===== src/rtl/multicycle_ctrl_if.sv =====
// Signal bundle between the multicycle control FSM and the MIPS datapath/memory.
// Memory handshake: Mem_Req stays high until Mem_Ack is seen high at a rising Clk edge,
// and that edge completes the access. Mem_Ack may be a pulse or a level and is ignored while Mem_Req=0.
interface multicycle_ctrl_if;
  logic [5:0] Instr_Op;
  logic [3:0] Func;
  logic       Zero;
  logic       Mem_Ack;
  logic       PC_LdEn;
  logic       PC_sel;
  logic       IR_LdEn;
  logic       RF_WrEn;
  logic       RF_B_sel;
  logic       RF_WrData_sel;
  logic       ALU_Bin_sel;
  logic [3:0] ALU_func;
  logic [1:0] ImmSel;
  logic       Mem_Req;
  logic       Mem_WrEn;
  logic       ByteOp;
  logic [2:0] State;
  logic       Trap;

  modport master (
    input  Instr_Op, Func, Zero, Mem_Ack,
    output PC_LdEn, PC_sel, IR_LdEn, RF_WrEn, RF_B_sel, RF_WrData_sel, ALU_Bin_sel,
           ALU_func, ImmSel, Mem_Req, Mem_WrEn, ByteOp, State, Trap
  );

  modport slave (
    output Instr_Op, Func, Zero, Mem_Ack,
    input  PC_LdEn, PC_sel, IR_LdEn, RF_WrEn, RF_B_sel, RF_WrData_sel, ALU_Bin_sel,
           ALU_func, ImmSel, Mem_Req, Mem_WrEn, ByteOp, State, Trap
  );
endinterface


===== src/rtl/multicycle_ctrl.sv =====
// Multicycle MIPS control FSM: FETCH -> DECODE -> EXEC -> (MEM) -> (WB), with a sticky TRAP
// state entered on an illegal opcode or a memory handshake that outlasts TIMEOUT cycles.
module multicycle_ctrl #(
  parameter int unsigned TIMEOUT = 255
) (
  input logic             Clk,
  input logic             Reset,
  multicycle_ctrl_if.master bus
);

  typedef enum logic [2:0] {
    S_FETCH  = 3'd0,
    S_DECODE = 3'd1,
    S_EXEC   = 3'd2,
    S_MEM    = 3'd3,
    S_WB     = 3'd4,
    S_TRAP   = 3'd7
  } state_t;

  typedef enum logic [1:0] {
    CLS_ALU, CLS_BRANCH, CLS_LOAD, CLS_STORE
  } op_class_t;

  localparam logic [5:0] OP_RTYPE = 6'b100000;
  localparam logic [5:0] OP_ADDI  = 6'b110000;
  localparam logic [5:0] OP_ANDI  = 6'b110010;
  localparam logic [5:0] OP_ORI   = 6'b110011;
  localparam logic [5:0] OP_LUI   = 6'b111001;
  localparam logic [5:0] OP_B     = 6'b111111;
  localparam logic [5:0] OP_BEQ   = 6'b000000;
  localparam logic [5:0] OP_BNE   = 6'b000001;
  localparam logic [5:0] OP_LW    = 6'b001111;
  localparam logic [5:0] OP_LB    = 6'b000011;
  localparam logic [5:0] OP_SW    = 6'b011111;
  localparam logic [5:0] OP_SB    = 6'b000111;

  state_t     state, state_next;
  logic [7:0] wait_cnt;
  logic [5:0] op_q;
  logic       timeout_hit;

  // Decoded datapath controls for the instruction held in op_q
  op_class_t  d_cls;
  logic [1:0] d_imm;
  logic [3:0] d_func;
  logic       d_bin, d_bsel, d_wdsel, d_byte, d_pcsel;

  function automatic logic op_legal(input logic [5:0] op);
    case (op)
      OP_RTYPE, OP_ADDI, OP_ANDI, OP_ORI, OP_LUI, OP_B,
      OP_BEQ, OP_BNE, OP_LW, OP_LB, OP_SW, OP_SB: op_legal = 1'b1;
      default:                                    op_legal = 1'b0;
    endcase
  endfunction

  always_comb begin
    d_cls   = CLS_ALU;
    d_imm   = 2'b00;
    d_func  = 4'b0000;
    d_bin   = 1'b0;
    d_bsel  = 1'b0;
    d_wdsel = 1'b0;
    d_byte  = 1'b0;
    d_pcsel = 1'b0;
    case (op_q)
      OP_RTYPE: d_func = bus.Func;
      OP_ADDI:  d_bin = 1'b1;
      OP_ANDI:  begin d_imm = 2'b01; d_func = 4'b0010; d_bin = 1'b1; end
      OP_ORI:   begin d_imm = 2'b01; d_func = 4'b0011; d_bin = 1'b1; end
      OP_LUI:   begin d_imm = 2'b10; d_bin = 1'b1; end
      OP_B:     begin d_cls = CLS_BRANCH; d_imm = 2'b11; d_pcsel = 1'b1; end
      OP_BEQ:   begin
        d_cls = CLS_BRANCH; d_imm = 2'b11; d_func = 4'b0001; d_bsel = 1'b1;
        d_pcsel = bus.Zero;
      end
      OP_BNE:   begin
        d_cls = CLS_BRANCH; d_imm = 2'b11; d_func = 4'b0001; d_bsel = 1'b1;
        d_pcsel = ~bus.Zero;
      end
      OP_LW:    begin d_cls = CLS_LOAD; d_bin = 1'b1; d_wdsel = 1'b1; end
      OP_LB:    begin d_cls = CLS_LOAD; d_bin = 1'b1; d_wdsel = 1'b1; d_byte = 1'b1; end
      OP_SW:    begin d_cls = CLS_STORE; d_bin = 1'b1; d_bsel = 1'b1; end
      OP_SB:    begin d_cls = CLS_STORE; d_bin = 1'b1; d_bsel = 1'b1; d_byte = 1'b1; end
      default:  ;
    endcase
  end

  // The cycle in which the counter would reach TIMEOUT traps, unless Mem_Ack arrives in it
  assign timeout_hit = (wait_cnt == 8'(TIMEOUT - 1)) && !bus.Mem_Ack;

  always_ff @(posedge Clk or posedge Reset) begin
    if (Reset) begin
      state    <= S_FETCH;
      wait_cnt <= 8'd0;
      op_q     <= 6'd0;
    end else begin
      state <= state_next;
      if (state_next != state)
        wait_cnt <= 8'd0;
      else if ((state == S_FETCH || state == S_MEM) && !bus.Mem_Ack)
        wait_cnt <= wait_cnt + 8'd1;
      if (state == S_DECODE)
        op_q <= bus.Instr_Op;
    end
  end

  always_comb begin
    state_next = state;
    case (state)
      S_FETCH: begin
        if (bus.Mem_Ack)   state_next = S_DECODE;
        else if (timeout_hit) state_next = S_TRAP;
      end
      S_DECODE: state_next = op_legal(bus.Instr_Op) ? S_EXEC : S_TRAP;
      S_EXEC: begin
        case (d_cls)
          CLS_ALU:    state_next = S_WB;
          CLS_BRANCH: state_next = S_FETCH;
          default:    state_next = S_MEM;
        endcase
      end
      S_MEM: begin
        if (bus.Mem_Ack)      state_next = (d_cls == CLS_STORE) ? S_FETCH : S_WB;
        else if (timeout_hit) state_next = S_TRAP;
      end
      S_WB:    state_next = S_FETCH;
      S_TRAP:  state_next = S_TRAP;
      default: state_next = S_TRAP;
    endcase
  end

  // Reset forces every output low at once, even while the access is still in flight
  always_comb begin
    bus.PC_LdEn       = 1'b0;
    bus.PC_sel        = 1'b0;
    bus.IR_LdEn       = 1'b0;
    bus.RF_WrEn       = 1'b0;
    bus.RF_B_sel      = 1'b0;
    bus.RF_WrData_sel = 1'b0;
    bus.ALU_Bin_sel   = 1'b0;
    bus.ALU_func      = 4'b0000;
    bus.ImmSel        = 2'b00;
    bus.Mem_Req       = 1'b0;
    bus.Mem_WrEn      = 1'b0;
    bus.ByteOp        = 1'b0;
    bus.Trap          = 1'b0;
    bus.State         = state;
    if (!Reset) begin
      if (state == S_EXEC || state == S_MEM || state == S_WB) begin
        bus.RF_B_sel      = d_bsel;
        bus.RF_WrData_sel = d_wdsel;
        bus.ALU_Bin_sel   = d_bin;
        bus.ALU_func      = d_func;
        bus.ImmSel        = d_imm;
        bus.ByteOp        = d_byte;
      end
      case (state)
        S_FETCH: begin
          bus.Mem_Req = 1'b1;
          bus.IR_LdEn = bus.Mem_Ack;
        end
        S_EXEC: begin
          if (d_cls == CLS_BRANCH) begin
            bus.PC_LdEn = 1'b1;
            bus.PC_sel  = d_pcsel;
          end
        end
        S_MEM: begin
          bus.Mem_Req  = 1'b1;
          bus.Mem_WrEn = (d_cls == CLS_STORE);
          bus.PC_LdEn  = bus.Mem_Ack && (d_cls == CLS_STORE);
        end
        S_WB: begin
          bus.RF_WrEn = 1'b1;
          bus.PC_LdEn = 1'b1;
        end
        S_TRAP:  bus.Trap = 1'b1;
        default: ;
      endcase
    end
  end

endmodule

===== src/flat_wrapper.sv =====
// flat-port wrapper written by rule: the top's interface ports become plain ports
module multicycle_ctrl_flat 
#(
  parameter int unsigned TIMEOUT = 255
)
  (Clk, Reset, bus_Instr_Op, bus_Func, bus_Zero, bus_Mem_Ack, bus_PC_LdEn, bus_PC_sel, bus_IR_LdEn, bus_RF_WrEn, bus_RF_B_sel, bus_RF_WrData_sel, bus_ALU_Bin_sel, bus_ALU_func, bus_ImmSel, bus_Mem_Req, bus_Mem_WrEn, bus_ByteOp, bus_State, bus_Trap);
  multicycle_ctrl_if bus_i ();
  input logic Clk;
  input logic Reset;
  input wire logic [$bits(bus_i.Instr_Op)-1:0] bus_Instr_Op;
  input wire logic [$bits(bus_i.Func)-1:0] bus_Func;
  input wire logic [$bits(bus_i.Zero)-1:0] bus_Zero;
  input wire logic [$bits(bus_i.Mem_Ack)-1:0] bus_Mem_Ack;
  output wire logic [$bits(bus_i.PC_LdEn)-1:0] bus_PC_LdEn;
  output wire logic [$bits(bus_i.PC_sel)-1:0] bus_PC_sel;
  output wire logic [$bits(bus_i.IR_LdEn)-1:0] bus_IR_LdEn;
  output wire logic [$bits(bus_i.RF_WrEn)-1:0] bus_RF_WrEn;
  output wire logic [$bits(bus_i.RF_B_sel)-1:0] bus_RF_B_sel;
  output wire logic [$bits(bus_i.RF_WrData_sel)-1:0] bus_RF_WrData_sel;
  output wire logic [$bits(bus_i.ALU_Bin_sel)-1:0] bus_ALU_Bin_sel;
  output wire logic [$bits(bus_i.ALU_func)-1:0] bus_ALU_func;
  output wire logic [$bits(bus_i.ImmSel)-1:0] bus_ImmSel;
  output wire logic [$bits(bus_i.Mem_Req)-1:0] bus_Mem_Req;
  output wire logic [$bits(bus_i.Mem_WrEn)-1:0] bus_Mem_WrEn;
  output wire logic [$bits(bus_i.ByteOp)-1:0] bus_ByteOp;
  output wire logic [$bits(bus_i.State)-1:0] bus_State;
  output wire logic [$bits(bus_i.Trap)-1:0] bus_Trap;
  assign bus_i.Instr_Op = bus_Instr_Op;
  assign bus_i.Func = bus_Func;
  assign bus_i.Zero = bus_Zero;
  assign bus_i.Mem_Ack = bus_Mem_Ack;
  assign bus_PC_LdEn = bus_i.PC_LdEn;
  assign bus_PC_sel = bus_i.PC_sel;
  assign bus_IR_LdEn = bus_i.IR_LdEn;
  assign bus_RF_WrEn = bus_i.RF_WrEn;
  assign bus_RF_B_sel = bus_i.RF_B_sel;
  assign bus_RF_WrData_sel = bus_i.RF_WrData_sel;
  assign bus_ALU_Bin_sel = bus_i.ALU_Bin_sel;
  assign bus_ALU_func = bus_i.ALU_func;
  assign bus_ImmSel = bus_i.ImmSel;
  assign bus_Mem_Req = bus_i.Mem_Req;
  assign bus_Mem_WrEn = bus_i.Mem_WrEn;
  assign bus_ByteOp = bus_i.ByteOp;
  assign bus_State = bus_i.State;
  assign bus_Trap = bus_i.Trap;
  multicycle_ctrl #(.TIMEOUT(TIMEOUT)) u_core (.Clk(Clk), .Reset(Reset), .bus(bus_i));
endmodule

===== config.mk =====
export PLATFORM = sky130hd
export DESIGN_NAME = multicycle_ctrl_flat
export DESIGN_NICKNAME = d
export VERILOG_FILES = /design/src/rtl/multicycle_ctrl_if.sv /design/src/rtl/multicycle_ctrl.sv /design/src/flat_wrapper.sv
export SDC_FILE = /design/constraint.sdc
export NUM_CORES = 1
export LEC_CHECK = 0
export ABC_AREA = 1
export CORE_MARGIN = 3
export CORE_UTILIZATION = 35
export DETAILED_ROUTE_END_ITERATION = 6
export GPL_ROUTABILITY_DRIVEN = 0
export SYNTH_ARGS = -nofsm -noshare
export SYNTH_HDL_FRONTEND = slang
export SYNTH_SLANG_ARGS = --single-unit
export TNS_END_PERCENT = 10

===== constraint.sdc =====
create_clock -name Clk -period 2.94 [get_ports Clk]
set_input_delay 0.882 -clock Clk [delete_from_list [all_inputs] [get_ports Clk]]
set_output_delay 0.882 -clock Clk [all_outputs]
set_load 0.005 [all_outputs]

==> results of run 1 <==
==> timing repair <==
item	CTS	global route
endpoints found under the hold margin	0	0
pin swaps	1	4
resized for setup	14	6
setup buffers	0	2
endpoints found under the setup margin	17	7
==> worst paths after layout <==
path	cells past startpoint	endpoint	startpoint	slack (ps)
max reg2reg	11	u_core.wait_cnt[0]	u_core.bus.State[2]	1300
max	5	bus_Mem_WrEn	u_core.op_q[4]	70
min	2	u_core.wait_cnt[7]	u_core.wait_cnt[7]	580
min in group asynchronous	2	u_core.wait_cnt[5]	Reset	740
max in group asynchronous	2	u_core.wait_cnt[4]	Reset	1790
min reg2reg	2	u_core.wait_cnt[7]	u_core.wait_cnt[7]	580
==> layout by cell type (no fill, tap or decap), drive strengths merged, types with 7 or more instances in the layout <==
cell type      count
nand4              7
dlygate4sd2        9
buf               14
o21ai             14
nand3             11
nor2              37
clkdlybuf4s50     21
nand2             61
dfrtp             17
inv               37
==> critical path: stages (launching register included) <==
cell	delay, ps
sky130_fd_sc_hd__dfrtp_1	420
sky130_fd_sc_hd__nor2_4	180
sky130_fd_sc_hd__nand4_1	160
sky130_fd_sc_hd__a2111oi_2	330
sky130_fd_sc_hd__buf_4	160
sky130_fd_sc_hd__clkdlybuf4s50_1	490
==> metal layers <==
| metal | share of wire, % | vias up |
|---|---|---|
| met5 | 0 | - |
| met4 | 0.30 | 0 |
| met3 | 6.3 | 2 |
| met2 | 43 | 33 |
| met1 | 50 | 610 |
| li1 | - | 770 |
==> state kept, by name (all words and copies together) (netlist names) <==
name and flops:
u_core.wait_cnt 8, u_core.op_q 6, u_core.bus.State 3
==> stage by stage <==
stage,power (uW),setup WS [ps]
4_1_cts,450,0.0673
3_5_place_dp,283,-361
2_1_floorplan,253,538
6_report,446,66.1
5_1_grt,464,-80.1
3_3_place_gp,283,-336
==> where the power goes <==
| group | internal [uW] | leakage (uW) | switching (uW) | total (uW) |
|---|---|---|---|---|
| sequential | 234 | 0.000191 | 0 | 234 |
| combinational | 23.0 | 0.000744 | 20.1 | 43.1 |
| clock | 95.9 | 0.0000228 | 73.1 | 169 |
==> final cells by class <==
type | instances | area (sq um)
Clock buffer | 4 | 45.0
Fill cell | 404 | 1830
Inverter | 37 | 139
Sequential cell | 17 | 425
Tap cell | 48 | 60.1
Multi-Input combinational cell | 156 | 826
Timing Repair Buffer | 47 | 417
==> logic make-up after synthesis <==
kind of cell | after synthesis | share of synthesized area (%)
compound gates | 25 | 11.0
xor+xnor | 7 | 4.43
simple gates | 122 | 41.4
buf+inv | 39 | 10.6
flops | 17 | 30.7
fa+ha+maj | 2 | 1.81
==> results by group, run 1 <==
Critical path
  – Kind of critical path: flip-flop to primary output
  – Nature of the critical path startpoint: flip-flop
  – Critical path fanouts, max: 6
  – Critical Path AT: between 1500 and 2000 ps
  – Endpoint class of the critical path: primary output
  – Worst path required time: between 2000 and 2500 ps

Synth
  – Proportion of netlist area held by the largest area contributor: a little under a third
  – Async set or reset register ratio after synthesis: 100%
  – Most frequent cells after synthesis: sky130_fd_sc_hd__nand2_1, sky130_fd_sc_hd__inv_1, sky130_fd_sc_hd__nor2_1
  – Unique cell type count in the Yosys netlist: 25
  – Count of flip-flops with a built-in enable after synthesis: 0
  – Number of warnings reported in the yosys synthesis log: 0
  – Cell type with the largest total area after synthesis: sky130_fd_sc_hd__dfrtp_1
  – Cell count after synthesis: between 200 and 250
  – Cell types occupying the most area after synthesis: sky130_fd_sc_hd__dfrtp_1, sky130_fd_sc_hd__nand2_1, sky130_fd_sc_hd__inv_1, sky130_fd_sc_hd__nor2_2, sky130_fd_sc_hd__nor2_1
  – Primary FF master, synth: sky130_fd_sc_hd__dfrtp_1
  – Post-Synthesis Net Count: 228
  – Most instantiated library cell after synthesis: sky130_fd_sc_hd__nand2_1
  – Number of register bits inferred by synthesis: 17
  – Syn Std Cell Area: about 1400 sq um
  – Sequential cell area fraction in the yosys report: 30.7%
  – Post-Syn Area per Cell: between 6 and 7 sq um

Finish
  – Count of inserted antenna diode cells: 0
  – Non-Filler Cell Area, Final: between 1500 and 2000 sq um
  – Layout cell share with drive strength beyond 1: 19.2%
  – Count of nets after finishing: roughly 280
  – Final Non-Filler Cells: 309
  – Final core utilization: between 50% and 60%
  – Area growth from synthesis to layout: 38.2%

Place
  – Placed instance area: 1860 sq um
  – Port Buffer Count: 33
  – Half-perimeter wire length of the detailed placement result: around 2700 um
  – Placed Instances: 303

Route
  – Antenna Violating Nets Remaining: 0
  – First-pass detailed-route iteration total: 4
  – Ratio of routed vias to standard cells: roughly 4.6
  – Routed via count: ~1.4k
  – 1st-iter DRT viols: 63
  – DRC Markers: 0
  – Average wire per cell in the routed design: 10.8 um
  – Final routed wirelength across all metal layers: 3340 um

Global route
  – Global Route met1 Usage: 20.6%
  – Largest net degree at the start of global routing: 18
  – Grt total ovfl: 0
  – Wire length of the first global-routing pass: 5460 um
  – Fraction of met2 tracks used by global routing: about a quarter
  – Most used routing layer: met2
  – Total global routing track utilization: 14.7%
  – Global routing usage on met3: about 1.5%
  – Number of global-route vias before repair: around 1.3k
  – Initial antenna violation count: 0

Power
  – Power density cells: around 230 nW/um^2
  – Worst-case vdd ir drop: around 0.00016 V
  – Leakage power: between 0.0009 and 0.001 uW

Die
  – # rows: 22
  – Initial Utilization: around 37%
  – Core Footprint: around 3700 sq um
  – Horizontal die dimension: slightly below 70 um
  – Die Outline Area: 4740 sq um
  – Die height: approximately 70 um
  – Number of top-level design ports: 34

Clock network
  – Clock tree from TritonCTS: built
  – CTS root buf: sky130_fd_sc_hd__clkbuf_8
  – TritonCTS Buffers: 3
  – Maximum level of the CTS H-tree: 1
  – Clock net sink count: 17
  – Hold-fix buffers, CTS: 0
  – Clock transition at path regs: 70 ps
  – Max Buffers Root-to-Sink: 2
  – Clock latency on the worst-skew pair: 250 ps

STA
  – Hold violation count in the final report: 0
  – Number of setup violations in the final report: 0
  – Worst-Margin Slew: ~630 ps
  – Unrepaired setup endpoints after global routing: true
  – Period utilisation layout: 97.8%
  – Worst-case clock skew: 6.96 ps
  – Maximum clock rate: ~350 MHz
  – Shortest clock period the worst path allows after layout: 2870 ps
  – Final TNS setup: 0 ps
  – Worst hold slack after final layout: a little under 600 ps
  – Final Max Slew Viols: 0
  – Relative slew margins: 58.0%

Status
  – Outcome: complete, no violations

Hold path
  – Worst Hold Class: flip-flop to flip-flop

Run
  – Number of max-cap violations: 0
No activity file was read; power rests on OpenSTA's default activity.
==> run 2: changes to the inputs <==
Settings changed: GPL_TIMING_DRIVEN set to 0.
Clock period 2.94 ns to 2.7 ns, I/O delays scaled along.
==> results by group, run 2 (synthesis gave the netlist of run 1 again) <==
Status
  – Outcome: complete, but fails checks
  – Violations in the final reports: negative setup slack

Power
  – Leakage power: roughly 0.0010 uW
  – Power density cells: between 200 and 250 nW/um^2
  – Total design power: slightly below 500 uW
  – Worst-case vdd ir drop: 0.000243 V

Global route
  – Total global routing track utilization: 15.3%
  – Number of global-route vias before repair: between 1k and 1.5k
  – Wire length of the first global-routing pass: 5620 um
  – Grt total ovfl: 0
  – Largest net degree at the start of global routing: 18
  – Initial antenna violation count: 0

Route
  – Final routed wirelength across all metal layers: ~3400 um
  – 1st-iter DRT viols: 82
  – Ratio of routed vias to standard cells: 4.76
  – Average wire per cell in the routed design: between 10 and 15 um
  – DRC Markers: 0
  – First-pass detailed-route iteration total: 4
  – Routed via count: ~1.4k
  – Antenna Violating Nets Remaining: 0

STA
  – Final Max Slew Viols: 0
  – Final TNS setup: -54.8 ps
  – Worst-case clock skew: 6.26 ps
  – Worst-Margin Slew: ~620 ps
  – Maximum clock rate: ~360 MHz
  – Worst hold slack after final layout: 563 ps
  – Post-layout worst setup margin: -54.8 ps
  – Period utilisation layout: 102%
  – Hold violation count in the final report: 0
  – Shortest clock period the worst path allows after layout: 2750 ps
  – Unrepaired setup endpoints after global routing: true
  – Number of setup violations in the final report: 1
  – Relative slew margins: 58.3%

Finish
  – Most common cell after layout, fill and taps aside: sky130_fd_sc_hd__nand2_1
  – Count of inserted antenna diode cells: 0
  – Count of nets after finishing: roughly 270
  – Filler cells: 400
  – Area growth from synthesis to layout: 40.4%
  – Max FFs per register: 8
  – Layout cell share with drive strength beyond 1: a little under a quarter
  – Final core utilization: between 50 and 60%
  – Top register by number of flip-flops: u_core.wait_cnt
  – Commonest non-fill, non-tap cells in the layout: sky130_fd_sc_hd__nand2_1, sky130_fd_sc_hd__inv_1, sky130_fd_sc_hd__nor2_1, sky130_fd_sc_hd__clkdlybuf4s50_1, sky130_fd_sc_hd__dfrtp_1

Clock network
  – Maximum level of the CTS H-tree: 1
  – Clock latency on the worst-skew pair: roughly 250 ps
  – Clock net sink count: 17
  – Max Buffers Root-to-Sink: 2
  – TritonCTS Buffers: 3
  – Clock transition at path regs: 70 ps
  – Clock tree from TritonCTS: built
  – CTS root buf: sky130_fd_sc_hd__clkbuf_8

Place
  – DP Worst Slack: -394 ps
  – Port Buffer Count: 32
  – Half-perimeter wire length of the detailed placement result: ~2600 um

Die
  – Initial Utilization: approximately 37%
  – Core Footprint: ~3700 sq um
  – Number of top-level design ports: 34
  – Die height: approximately 70 um
  – # rows: 22
  – Horizontal die dimension: around 69 um
  – Die Outline Area: between 4000 and 5000 sq um

Critical path
  – Worst path required time: between 1500 and 2000 ps
  – Series of cell instances along the critical path: nand2_1 > nor2_2 > nand2_1 > nand2_1 > a2111oi_2 > nor2_1 > clkdlybuf4s50_1
  – Kind of critical path: flip-flop to primary output
  – Endpoint class of the critical path: primary output
  – Highest-delay cell along the critical path: sky130_fd_sc_hd__clkdlybuf4s50_1
  – Library cell appearing most often on the critical path: sky130_fd_sc_hd__nand2_1
  – Largest stage delay, worst path: 450 ps
  – Critical path fanouts, max: 4
  – Critical Path AT: approximately 1900 ps
  – Nature of the critical path startpoint: flip-flop

Hold path
  – Worst Hold Class: flip-flop to flip-flop

Run
  – Number of max-cap violations: 0
run 2: cell count changes in the layout (fill, tap and decap cells not counted), moves of 3 or more:
cell and change:
sky130_fd_sc_hd__inv_1 -3, sky130_fd_sc_hd__nor2_4 +4, sky130_fd_sc_hd__dfrtp_2 +4, sky130_fd_sc_hd__dlygate4sd2_1 -5, sky130_fd_sc_hd__dfrtp_1 -4, sky130_fd_sc_hd__dlymetal6s2s_1 +6
sky130_fd_sc_hd__buf_4 -8
run 2: path summary, 6_finish.rpt:
kind	cells past startpoint	start	end	slack, ps
max in group asynchronous	2	Reset	u_core.op_q[5]	1480
min	2	u_core.wait_cnt[5]	u_core.wait_cnt[5]	560
min reg2reg	2	u_core.wait_cnt[5]	u_core.wait_cnt[5]	560
max reg2reg	9	u_core.bus.State[1]	u_core.wait_cnt[0]	890
max	7	u_core.op_q[1]	bus_ALU_Bin_sel	-50
min in group asynchronous	2	Reset	u_core.wait_cnt[5]	780
run 2: what timing repair did:
item,4_1_cts,5_1_grt
setup buffers,3,3
endpoints found under the hold margin,0,0
resized for setup,26,20
pin swaps,3,4
hold buffers,0,0
endpoints found under the setup margin,15,9
run 2: power breakdown:
group          internal, uW  switching (uW)
clock                   102            80.6
sequential              255               0
combinational          21.7            22.0
total                   378             103
run 2: cell type report:
type                       count  area [sq um]  area share, %
buffer                         2          8.76          0.451
clock buffer                   3          41.3           2.12
clock inverter                 1          5.00          0.258
inverter                      37           141           7.28
multi-input combinational    156           882           45.4
sequential                    17           430           22.2
tap                           48          60.1           3.09
timing repair buffer          38           374           19.3
run 2: worst max-delay path, delay by kind of cell, from the launching register on:
family	cells	cell delay (ps)
compound gates	1	300
buf+inv	1	450
flops	1	440
simple gates	5	510
run 2: layer usage:
metal | part of all wire, % | vias to the layer above | global-route usage, %
met3 | 5.0 | 2 | 1.62
li1 | - | 754 | -
met2 | 46 | 34 | 25.4
met5 | 0 | - | 0
met4 | 0.73 | 0 | 5.11
met1 | 48 | 647 | 20.8
run 2: stage by stage:
step                std cells  cell area [sq um]
global placement          292               1760
global route              302               1940
floorplan                 212               1380
detailed placement        292               1760
finish                    302               1940
CTS                       299               1870
==> run 3: changes to the inputs <==
Settings changed: PLACE_DENSITY set to 0.56.
==> results by group, run 3 (synthesis gave the netlist of run 1 again) <==
Route
  – Final routed wirelength across all metal layers: approximately 3600 um
  – Routed wl met2: ~1700 um
  – Antenna Violating Nets Remaining: 0
  – Average wire per cell in the routed design: 11.6 um
  – Total routed wire length on the met1 layer: 1690 um
  – First-pass detailed-route iteration total: 4
  – Amount of wire on met3 after detailed routing: between 150 and 200 um
  – 1st-iter DRT viols: 58
  – Ratio of routed vias to standard cells: between 4 and 5
  – Routed via count: 1422
  – Top layer in use: met4
  – DRC Markers: 0

Global route
  – Wire length of the first global-routing pass: between 6000 and 7000 um
  – Largest net degree at the start of global routing: 18
  – Total global routing track utilization: 16.8%
  – Number of global-route vias before repair: roughly 1.4k
  – Grt total ovfl: 0
  – Initial antenna violation count: 0

STA
  – Shortest clock period the worst path allows after layout: approximately 2800 ps
  – Period utilisation layout: 102%
  – Maximum clock rate: roughly 360 MHz
  – Worst-Margin Slew: 681 ps
  – Number of setup violations in the final report: 1
  – Unrepaired setup endpoints after global routing: true
  – Post-layout worst setup margin: -50.9 ps
  – Relative slew margins: 54.6%
  – Final Max Slew Viols: 0
  – Worst hold slack after final layout: 572 ps
  – Worst-case clock skew: around 1 ps
  – Hold violation count in the final report: 0

Die
  – Core Footprint: around 3700 sq um
  – Number of top-level design ports: 34
  – Die height: 68.9 um
  – Die Outline Area: 4740 sq um
  – Initial Utilization: ~37%
  – Horizontal die dimension: between 60 and 70 um
  – # rows: 22

Finish
  – Commonest non-fill, non-tap cells in the layout: sky130_fd_sc_hd__nand2_1, sky130_fd_sc_hd__inv_1, sky130_fd_sc_hd__clkdlybuf4s50_1
  – Non-Filler Cell Area, Final: between 1500 and 2000 sq um
  – Count of inserted antenna diode cells: 0
  – Layout cell share with drive strength beyond 1: between 20% and 30%
  – Final Non-Filler Cells: between 300 and 400
  – Area growth from synthesis to layout: 42.7%
  – Most common cell after layout, fill and taps aside: sky130_fd_sc_hd__nand2_1
  – Count of nets after finishing: 276
  – Max FFs per register: 8
  – Top register by number of flip-flops: u_core.wait_cnt

Hold path
  – Worst Hold Class: flip-flop to flip-flop

Power
  – Power density cells: about 250 nW/um^2
  – Switching part of the total: approximately 23%
  – Leakage power: 0.00104 uW
  – Design internal power: between 300 and 400 uW
  – Net Sw Power: 113 uW
  – Power share of the sequential group: between 50% and 60%
  – Combinational Power Share: under 10%
  – Total design power: 491 uW
  – Proportion of power drawn by the clock network: 39.3%
  – Worst-case vdd ir drop: approximately 0.00024 V

Status
  – Outcome: complete, but fails checks
  – Violations in the final reports: negative setup slack

Clock network
  – Clock transition at path regs: roughly 70 ps
  – CTS root buf: sky130_fd_sc_hd__clkbuf_8
  – Hold-fix buffers, CTS: 0
  – Clock tree from TritonCTS: built
  – Clock latency on the worst-skew pair: 250 ps
  – TritonCTS Buffers: 3
  – Maximum level of the CTS H-tree: 1
  – Clock net sink count: 17
  – Max Buffers Root-to-Sink: 2

Place
  – Placed instance area: around 1800 sq um
  – Port Buffer Count: 32
  – Placed Instances: between 200 and 300
  – Half-perimeter wire length of the detailed placement result: 2710 um
  – DP Worst Slack: -402 ps

Critical path
  – Largest stage delay, worst path: roughly 500 ps
  – Series of cell instances along the critical path: buf_4 > nor4_1 > a2111oi_2 > nor2_1 > clkdlybuf4s50_1
  – Critical Path AT: a little under 2000 ps
  – Critical path fanouts, max: 3
  – Nature of the critical path startpoint: flip-flop
  – Worst path required time: between 1500 and 2000 ps
  – Kind of critical path: flip-flop to primary output
  – Endpoint class of the critical path: primary output
  – Highest-delay cell along the critical path: sky130_fd_sc_hd__clkdlybuf4s50_1

Run
  – Number of max-cap violations: 0
run 3: cell types whose count changed in the layout (fill, tap and decap cells not counted), moves of 2 or more:
| cell | change |
|---|---|
| sky130_fd_sc_hd__buf_4 | +5 |
| sky130_fd_sc_hd__nand2_1 | -4 |
| sky130_fd_sc_hd__nand2_2 | +4 |
| sky130_fd_sc_hd__o21ai_0 | +2 |
| sky130_fd_sc_hd__o21ai_1 | -2 |
run 3: layer usage:
metal	vias to the layer above	track usage [%]
li1	765	-
met1	629	20.7
met3	2	3.73
met4	0	2.92
met2	26	30.2
met5	-	0
run 3: cell type report:
type	count	area (sq um)
Buffer	2	8.76
Clock buffer	3	41.3
Clock inverter	1	5.00
Fill cell	391	1770
Inverter	37	139
Multi-Input combinational cell	156	887
Sequential cell	17	430
Tap cell	48	60.1
Timing Repair Buffer	43	403
run 3: power by group through the flow:
stage	clock, uW	combinational [uW]	sequential (uW)
after floorplan	0	16.3	259
after global placement	0	44.4	259
after detailed placement	0	43.9	259
after CTS	201	44.2	254
after global routing	214	50.0	254
final	193	43.5	255
run 3: worst paths after layout:
kind / depth (start not counted) / from / slack (ps) / endpoint
worst min-delay path: 2 / u_core.wait_cnt[5] / 570 / u_core.wait_cnt[5]
worst min register to register: 2 / u_core.wait_cnt[5] / 570 / u_core.wait_cnt[5]
worst max-delay path: 5 / u_core.op_q[1] / -50 / bus_ALU_Bin_sel
min in group asynchronous: 2 / Reset / 780 / u_core.wait_cnt[0]
worst max register to register: 9 / u_core.bus.State[1] / 970 / u_core.wait_cnt[6]
max in group asynchronous: 2 / Reset / 1450 / u_core.op_q[5]
run 3: critical path: cells and delay by family, from the launching register on:
family                 cells  cell delay [ps]
buffers and inverters      2              660
AND/OR/NAND/NOR            2              570
AO/OA/AOI/OAI              1               60
flip-flops                 1              400
run 3: what timing repair did:
action	in CTS	in global routing
buffers inserted	8	3
endpoints found under the setup margin	15	10
resized for setup	33	13
gates cloned	0	0
pin swaps	5	7
run 3: metrics by stage:
stage / utilization (%) / TNS [ps]
5_1_grt: 52.7 / -250
2_1_floorplan: - / 0
3_3_place_gp: 47.1 / -3210
4_1_cts: 51.1 / -563
6_report: 52.7 / -50.9
3_5_place_dp: 47.1 / -3010
